**config.mk**
```make
export PLATFORM = sky130hd
export DESIGN_NAME = ibex_pext_mul_seq_flat
export DESIGN_NICKNAME = d
export VERILOG_FILES = /design/src/rtl/ibex_pext_mul_seq_if.sv /design/src/rtl/ibex_pext_mul_seq.sv /design/src/flat_wrapper.sv
export SDC_FILE = /design/constraint.sdc
export NUM_CORES = 1
export LEC_CHECK = 0
export BUFFER_PORTS_ARGS = -buffer_cell sky130_fd_sc_hd__buf_2
export CORE_UTILIZATION = 56
export CTS_CLUSTER_SIZE = 28
export DETAILED_ROUTE_END_ITERATION = 10
export PLACE_DENSITY = 0.72
export SYNTH_ARGS = -nofsm -noshare
export SYNTH_HDL_FRONTEND = slang
export SYNTH_SLANG_ARGS = --single-unit
```
**constraint.sdc**
```tcl
create_clock -name clk_i -period 31.4 [get_ports clk_i]
set_input_delay 6.28 -clock clk_i [delete_from_list [all_inputs] [get_ports clk_i]]
set_output_delay 6.28 -clock clk_i [all_outputs]
set_load 0.03 [all_outputs]
```
**src/rtl/ibex_pext_mul_seq_if.sv**
```systemverilog
// P-ext 16x16 multiply unit: operator encoding and the request/response
// interface (master = EX stage side, slave = multiplier side).
package ibex_pext_pkg;

  typedef enum logic [4:0] {
    ZPN_SMBB16,
    ZPN_SMBT16,
    ZPN_SMTT16,
    ZPN_KMDA,
    ZPN_KMXDA,
    ZPN_SMDS,
    ZPN_SMDRS,
    ZPN_SMXDS,
    ZPN_KMABB,
    ZPN_KMABT,
    ZPN_KMATT,
    ZPN_KMADA,
    ZPN_KMAXDA,
    ZPN_KMADS,
    ZPN_KMADRS,
    ZPN_KMAXDS,
    ZPN_KMSDA,
    ZPN_KMSXDA,
    ZPN_ADD16,
    ZPN_SUB16
  } zpn_op_e;

  // Per-product lane selects (t = top half), negate flags, and
  // op attributes: dual product, saturate, init from c, zero result.
  typedef struct packed {
    logic a0t;
    logic b0t;
    logic n0;
    logic a1t;
    logic b1t;
    logic n1;
    logic dual;
    logic sat;
    logic acc;
    logic zero;
  } mul_ctl_t;

endpackage

interface ibex_pext_mul_seq_if;
  logic                     valid_i;
  logic                     ready_o;
  ibex_pext_pkg::zpn_op_e   zpn_operator_i;
  logic [31:0]              op_a_i;
  logic [31:0]              op_b_i;
  logic [31:0]              op_c_i;
  logic                     kill_i;
  logic                     valid_o;
  logic                     ready_i;
  logic [31:0]              result_o;
  logic                     ov_o;

  modport master (
    output valid_i, zpn_operator_i,
    output op_a_i, op_b_i, op_c_i,
    output kill_i, ready_i,
    input  ready_o, valid_o,
    input  result_o, ov_o
  );

  modport slave (
    input  valid_i, zpn_operator_i,
    input  op_a_i, op_b_i, op_c_i,
    input  kill_i, ready_i,
    output ready_o, valid_o,
    output result_o, ov_o
  );
endinterface

```
**src/rtl/ibex_pext_mul_seq.sv**
```systemverilog
// Sequential P-ext 16x16 signed multiply/MAC unit: one shared 17x17
// multiplier, 34-bit accumulator, optional 32-bit saturation.
// Ports: clk_i, rst_i (sync, active-high), bus (slave: request
// valid/ready + operator/operands, kill, response valid/ready + result/ov).
module ibex_pext_mul_seq
  import ibex_pext_pkg::*;
(
  input logic              clk_i,
  input logic              rst_i,
  ibex_pext_mul_seq_if.slave bus
);

  typedef enum logic [1:0] {
    IDLE,
    MUL0,
    MUL1,
    RESULT
  } state_e;

  function automatic mul_ctl_t dec(zpn_op_e op);
    logic [9:0] c;
    unique case (op)
      ZPN_SMBB16: c = 10'b0000000000;
      ZPN_SMBT16: c = 10'b0100000000;
      ZPN_SMTT16: c = 10'b1100000000;
      ZPN_KMDA:   c = 10'b1100001100;
      ZPN_KMXDA:  c = 10'b1000101100;
      ZPN_SMDS:   c = 10'b1100011000;
      ZPN_SMDRS:  c = 10'b0001111000;
      ZPN_SMXDS:  c = 10'b1000111000;
      ZPN_KMABB:  c = 10'b0000000110;
      ZPN_KMABT:  c = 10'b0100000110;
      ZPN_KMATT:  c = 10'b1100000110;
      ZPN_KMADA:  c = 10'b1100001110;
      ZPN_KMAXDA: c = 10'b1000101110;
      ZPN_KMADS:  c = 10'b1100011110;
      ZPN_KMADRS: c = 10'b0001111110;
      ZPN_KMAXDS: c = 10'b1000111110;
      ZPN_KMSDA:  c = 10'b1110011110;
      ZPN_KMSXDA: c = 10'b1010111110;
      default:    c = 10'b0000000001;
    endcase
    return mul_ctl_t'(c);
  endfunction

  state_e       state_q, state_d;
  mul_ctl_t     ctl_q, ctl_d, ctl_in;
  logic [31:0]  a_q, a_d, b_q, b_d;
  logic [33:0]  acc_q, acc_d;
  logic [31:0]  res_q, res_d;
  logic         ov_q, ov_d;

  logic         sel_at, sel_bt, neg;
  logic [15:0]  la, lb;
  logic [33:0]  ma, mb, prod, acc_sum;
  logic [31:0]  sat_res;
  logic         sat_ov;

  assign ctl_in = dec(bus.zpn_operator_i);

  // Lane selection for whichever product this cycle computes.
  assign sel_at = (state_q == MUL1) ? ctl_q.a1t : ctl_q.a0t;
  assign sel_bt = (state_q == MUL1) ? ctl_q.b1t : ctl_q.b0t;
  assign neg    = (state_q == MUL1) ? ctl_q.n1  : ctl_q.n0;

  assign la = sel_at ? a_q[31:16] : a_q[15:0];
  assign lb = sel_bt ? b_q[31:16] : b_q[15:0];
  assign ma = {{18{la[15]}}, la};
  assign mb = {{18{lb[15]}}, lb};

  assign prod    = ctl_q.zero ? 34'd0 : ma * mb;
  assign acc_sum = neg ? acc_q - prod : acc_q + prod;

  // Out of 32-bit range when bits 33..31 disagree.
  always_comb begin
    sat_res = acc_sum[31:0];
    sat_ov  = 1'b0;
    if (ctl_q.sat && !(&acc_sum[33:31] || ~|acc_sum[33:31])) begin
      sat_ov  = 1'b1;
      sat_res = acc_sum[33] ? 32'h8000_0000 : 32'h7FFF_FFFF;
    end
  end

  always_comb begin
    state_d = state_q;
    ctl_d   = ctl_q;
    a_d     = a_q;
    b_d     = b_q;
    acc_d   = acc_q;
    res_d   = res_q;
    ov_d    = ov_q;
    unique case (state_q)
      IDLE: begin
        if (bus.valid_i) begin
          ctl_d   = ctl_in;
          a_d     = bus.op_a_i;
          b_d     = bus.op_b_i;
          acc_d   = ctl_in.acc ?
                    {{2{bus.op_c_i[31]}}, bus.op_c_i} : 34'd0;
          state_d = MUL0;
        end
      end
      MUL0: begin
        acc_d = acc_sum;
        if (ctl_q.dual) begin
          state_d = MUL1;
        end else begin
          res_d   = sat_res;
          ov_d    = sat_ov;
          state_d = RESULT;
        end
      end
      MUL1: begin
        acc_d   = acc_sum;
        res_d   = sat_res;
        ov_d    = sat_ov;
        state_d = RESULT;
      end
      RESULT: begin
        if (bus.ready_i) state_d = IDLE;
      end
      default: state_d = IDLE;
    endcase
    if (bus.kill_i) begin
      state_d = IDLE;
      ov_d    = 1'b0;
    end
  end

  always_ff @(posedge clk_i) begin
    if (rst_i) begin
      state_q <= IDLE;
      ctl_q   <= '0;
      a_q     <= '0;
      b_q     <= '0;
      acc_q   <= '0;
      res_q   <= '0;
      ov_q    <= 1'b0;
    end else begin
      state_q <= state_d;
      ctl_q   <= ctl_d;
      a_q     <= a_d;
      b_q     <= b_d;
      acc_q   <= acc_d;
      res_q   <= res_d;
      ov_q    <= ov_d;
    end
  end

  assign bus.ready_o  = (state_q == IDLE);
  assign bus.valid_o  = (state_q == RESULT);
  assign bus.result_o = res_q;
  assign bus.ov_o     = ov_q;

endmodule

```
**src/flat_wrapper.sv**
```systemverilog
// flat-port wrapper written by rule: the top's interface ports become plain ports
module ibex_pext_mul_seq_flat import ibex_pext_pkg::*;
  (clk_i, rst_i, bus_valid_i, bus_zpn_operator_i, bus_op_a_i, bus_op_b_i, bus_op_c_i, bus_kill_i, bus_ready_i, bus_ready_o, bus_valid_o, bus_result_o, bus_ov_o);
  ibex_pext_mul_seq_if bus_i ();
  input logic clk_i;
  input logic rst_i;
  input wire logic [$bits(bus_i.valid_i)-1:0] bus_valid_i;
  input wire logic [$bits(bus_i.zpn_operator_i)-1:0] bus_zpn_operator_i;
  input wire logic [$bits(bus_i.op_a_i)-1:0] bus_op_a_i;
  input wire logic [$bits(bus_i.op_b_i)-1:0] bus_op_b_i;
  input wire logic [$bits(bus_i.op_c_i)-1:0] bus_op_c_i;
  input wire logic [$bits(bus_i.kill_i)-1:0] bus_kill_i;
  input wire logic [$bits(bus_i.ready_i)-1:0] bus_ready_i;
  output wire logic [$bits(bus_i.ready_o)-1:0] bus_ready_o;
  output wire logic [$bits(bus_i.valid_o)-1:0] bus_valid_o;
  output wire logic [$bits(bus_i.result_o)-1:0] bus_result_o;
  output wire logic [$bits(bus_i.ov_o)-1:0] bus_ov_o;
  assign bus_i.valid_i = bus_valid_i;
  assign bus_i.zpn_operator_i = bus_zpn_operator_i;
  assign bus_i.op_a_i = bus_op_a_i;
  assign bus_i.op_b_i = bus_op_b_i;
  assign bus_i.op_c_i = bus_op_c_i;
  assign bus_i.kill_i = bus_kill_i;
  assign bus_i.ready_i = bus_ready_i;
  assign bus_ready_o = bus_i.ready_o;
  assign bus_valid_o = bus_i.valid_o;
  assign bus_result_o = bus_i.result_o;
  assign bus_ov_o = bus_i.ov_o;
  ibex_pext_mul_seq u_core (.clk_i(clk_i), .rst_i(rst_i), .bus(bus_i));
endmodule
```
==> flow_summary.json <==
{
  "cts_buffers": 17,
  "power_density_nw_per_um2": 51.2,
  "routed_wl_um": 48900,
  "synth_seq_cells": 142,
  "htreeDepth": 4,
  "setup_viol": 0,
  "synthesis.area_um2": 18600,
  "antenna_found_initial": 0,
  "whs_path_depth": 2,
  "yosysTopAreaCell": "fa_1",
  "dp_cells": 2732,
  "rr_startpoint": "u_core.state_q[0]",
  "seq_area_frac_synth_pct": 15.3,
  "worst_pin_slew_ns": 1.39,
  "ir_drop_v": 0.0000428,
  "drtIter0Drc": 1108,
  "crit_slowest_cell": "mux2i_1",
  "cts_tree": "done",
  "drtAntennaViolNets": 0,
  "drive_gt1_share_pct": 12.2,
  "avgSynthCellArea_um2": 8.41,
  "globalplace.congestion": 0.948,
  "cts.sinks": 142,
  "required_ns": 31.78,
  "clk_pin_slew_ns": 0.06,
  "pin_count": 141,
  "io_buffers": 140,
  "timing.reg2reg.setup_slack_ns": 17.96,
  "grt_pass1_vias": 16259,
  "die_area_um2": 34000,
  "wl_per_cell_um": 17.7,
  "report.final.slew_viol_count": 0,
  "synth_top_area_share_pct": 28.3,
  "fin_skew_ns": 0.0134,
  "drcViolationCount": 0,
  "r2r_cells": 37,
  "clock_path_buffers": 2,
  "min_path_type": "flip-flop to flip-flop",
  "grt_pass1_wl_um": 82600,
  "synthFlopType": "dfxtp_1",
  "fillCellCount": 2835,
  "timing.fmax_ghz": 0.0744,
  "status": "completed",
  "drv_cap": 0,
  "p_leak_nw": 9.92,
  "initial_core_util_pct": 57.1,
  "area_growth_pct": 9.63,
  "cpMostUsedCell": "fa_1",
  "postCtsHoldBufs": 0,
  "drt-vias-per-instance": 5.79,
  "crit_path_max_fanout": 30,
  "grt_max_degree": 80,
  "coreArea_um2": 32600,
  "rsz0062_at_grt": "no",
  "cts_setup_buffers": 0,
  "num_rows": 66,
  "fin_nets": 2799,
  "stdcell_count": 2764,
  "vias": 16012,
  "async_flop_share_pct": 0,
  "crit_path_end_kind": "flip-flop",
  "crit_path_start_kind": "flip-flop",
  "arrival_ns": 13.82,
  "dp.final_hpwl_um": 39200,
  "r2r-end": "u_core.bus.result_o[29]",
  "grt_overflow_total": 0,
  "cts_resized": 0,
  "setup.worst_path.start": "u_core.state_q[0]",
  "tns_ns": 0,
  "layout_min_cycle_time_ns": 13.44,
  "grt_usage_pct": 30.8,
  "synth_area_leaders": "fa_1 (28%), dfxtp_1 (15%), ha_1 (8.1%)",
  "clockRootBuffer": "clkbuf_16",
  "hp-start": "u_core.b_q[20]",
  "synth-edff-count": 0,
  "yosys_warnings": 0,
  "timing.final.crit_share_pct": 42.8,
  "yosysUniqueCellTypes": 85,
  "die_h_um": 184,
  "drtPass1Iterations": 9,
  "antenna_cells": 0,
  "die_w_um": 184,
  "synthCells": 2215,
  "critPathMaxStageDelay_ns": 1.16,
  "min_to": "u_core.b_q[20]",
  "insertion_delay_ns": 0.44,
  "finalHoldViolCount": 0,
  "syn_nets": 2705,
  "crit_type": "flip-flop to flip-flop",
  "relSlewSlack_pct": 4.45
}
==> cells in the mapped netlist (13+ instances only) <==
master and instances:
a211oi_1 14, a21o_1 25, a21oi_1 141, a221oi_1 33
clkbuf_1 76, dfxtp_1 142, fa_1 263, ha_1 121
inv_1 318, mux2_2 34, mux2i_1 41, nand2_1 302
nand2b_1 17, nand3_1 14, nor2_1 252, nor2b_1 21
nor3_1 52, o21a_1 13, o21ai_0 50, o221a_2 20
xnor2_1 42, xor2_1 26
==> worst max path at each step <==
stage / endpoint / slack, ns / depth (start not counted)
global route: u_core.bus.result_o[18] / 17.33 / 37
CTS: u_core.bus.result_o[11] / 18.07 / 37
detailed placement: u_core.bus.result_o[11] / 18.14 / 37
global placement: u_core.bus.result_o[21] / 18.42 / 37
finish: u_core.bus.result_o[29] / 17.96 / 37
floorplan: u_core.bus.result_o[21] / 20.17 / 41
==> power breakdown <==
part,internal [mW],switching (mW)
Clock,0.150,0.0867
Sequential,0.197,0.0110
Combinational,0.229,0.372
Total,0.576,0.470
==> per-stage QoR <==
step | instance area [µm²] | hold slack [ns] | utilization (%) | worst slack (ns) | power (mW)
after floorplan | 18600 | 0.431 | - | 20.17 | 0.655
after global placement | 19700 | 0.446 | 60.5 | 18.42 | 0.791
after detailed placement | 19700 | 0.448 | 60.5 | 18.14 | 0.796
after CTS | 20400 | 0.457 | 62.6 | 18.07 | 1.04
after global routing | 20400 | 0.477 | 62.6 | 17.33 | 1.12
final | 20400 | 0.458 | 62.6 | 17.96 | 1.05
==> logic make-up after synthesis <==
kind of cell	count (synthesis)	synth area share (%)
flip-flops	142	15.3
adder cells (fa/ha/maj)	384	36.4
AND/OR/NAND/NOR	726	17.0
AO/OA/AOI/OAI	409	15.4
buffers and inverters	411	8.49
multiplexers	75	4.26
XOR/XNOR	68	3.20
==> layer usage <==
| metal | vias to the layer above | part of all wire, % | track usage [%] |
|---|---|---|---|
| met2 | 662 | 46 | 50.1 |
| met5 | - | 0 | 0 |
| met4 | 0 | 3.7 | 11.9 |
| li1 | 7515 | - | - |
| met3 | 120 | 6.9 | 5.45 |
| met1 | 7715 | 43 | 40.7 |
==> final cells by class <==
cell class                      count  area, µm²  share of cell area [%]
Timing Repair Buffer              167        906                    4.44
Inverter                          319       1200                    5.86
Tap cell                          442        553                    2.71
Sequential cell                   142       2840                    13.9
Multi-Input combinational cell   1662      14200                    69.8
Clock inverter                     12        233                    1.14
Clock buffer                       20        437                    2.14
==> sequential cells by signal (all words and copies together) (netlist names) <==
register             count
u_core.b_q              32
u_core.bus.ov_o          1
u_core.bus.result_o     32
u_core.ctl_q             9
u_core.state_q           2
u_core.acc_q            34
u_core.a_q              32
==> worst max-delay path, delay by kind of cell (launching register included) <==
kind | cells | cell delay [ns]
AO/OA/AOI/OAI | 10 | 3.83
XOR/XNOR | 1 | 0.18
adder cells (fa/ha/maj) | 9 | 4.16
buffers and inverters | 6 | 0.72
flip-flops | 1 | 0.33
multiplexers | 2 | 1.45
AND/OR/NAND/NOR | 9 | 2.65
==> cell usage in the layout (no fill, tap or decap), types with 6 or more instances in the layout <==
cell type,count
a2111oi_0,7
a211oi_1,14
a21o_1,25
a21oi_1,139
a221oi_1,33
a31oi_1,10
and2_1,7
and3_1,8
buf_2,139
buf_4,28
bufinv_16,6
clkbuf_16,17
dfxtp_1,141
fa_1,263
ha_1,121
inv_1,318
mux2_2,34
mux2i_1,38
nand2_1,301
nand2b_1,17
nand3_1,14
nand4_1,7
nor2_1,252
nor2b_1,21
nor3_1,51
nor4_1,7
o211ai_1,6
o21a_1,13
o21ai_0,50
o221a_1,10
o221a_2,20
o31ai_1,8
or3_1,8
xnor2_1,42
xor2_1,26
Note: power is estimated with default switching activity, not from simulation.
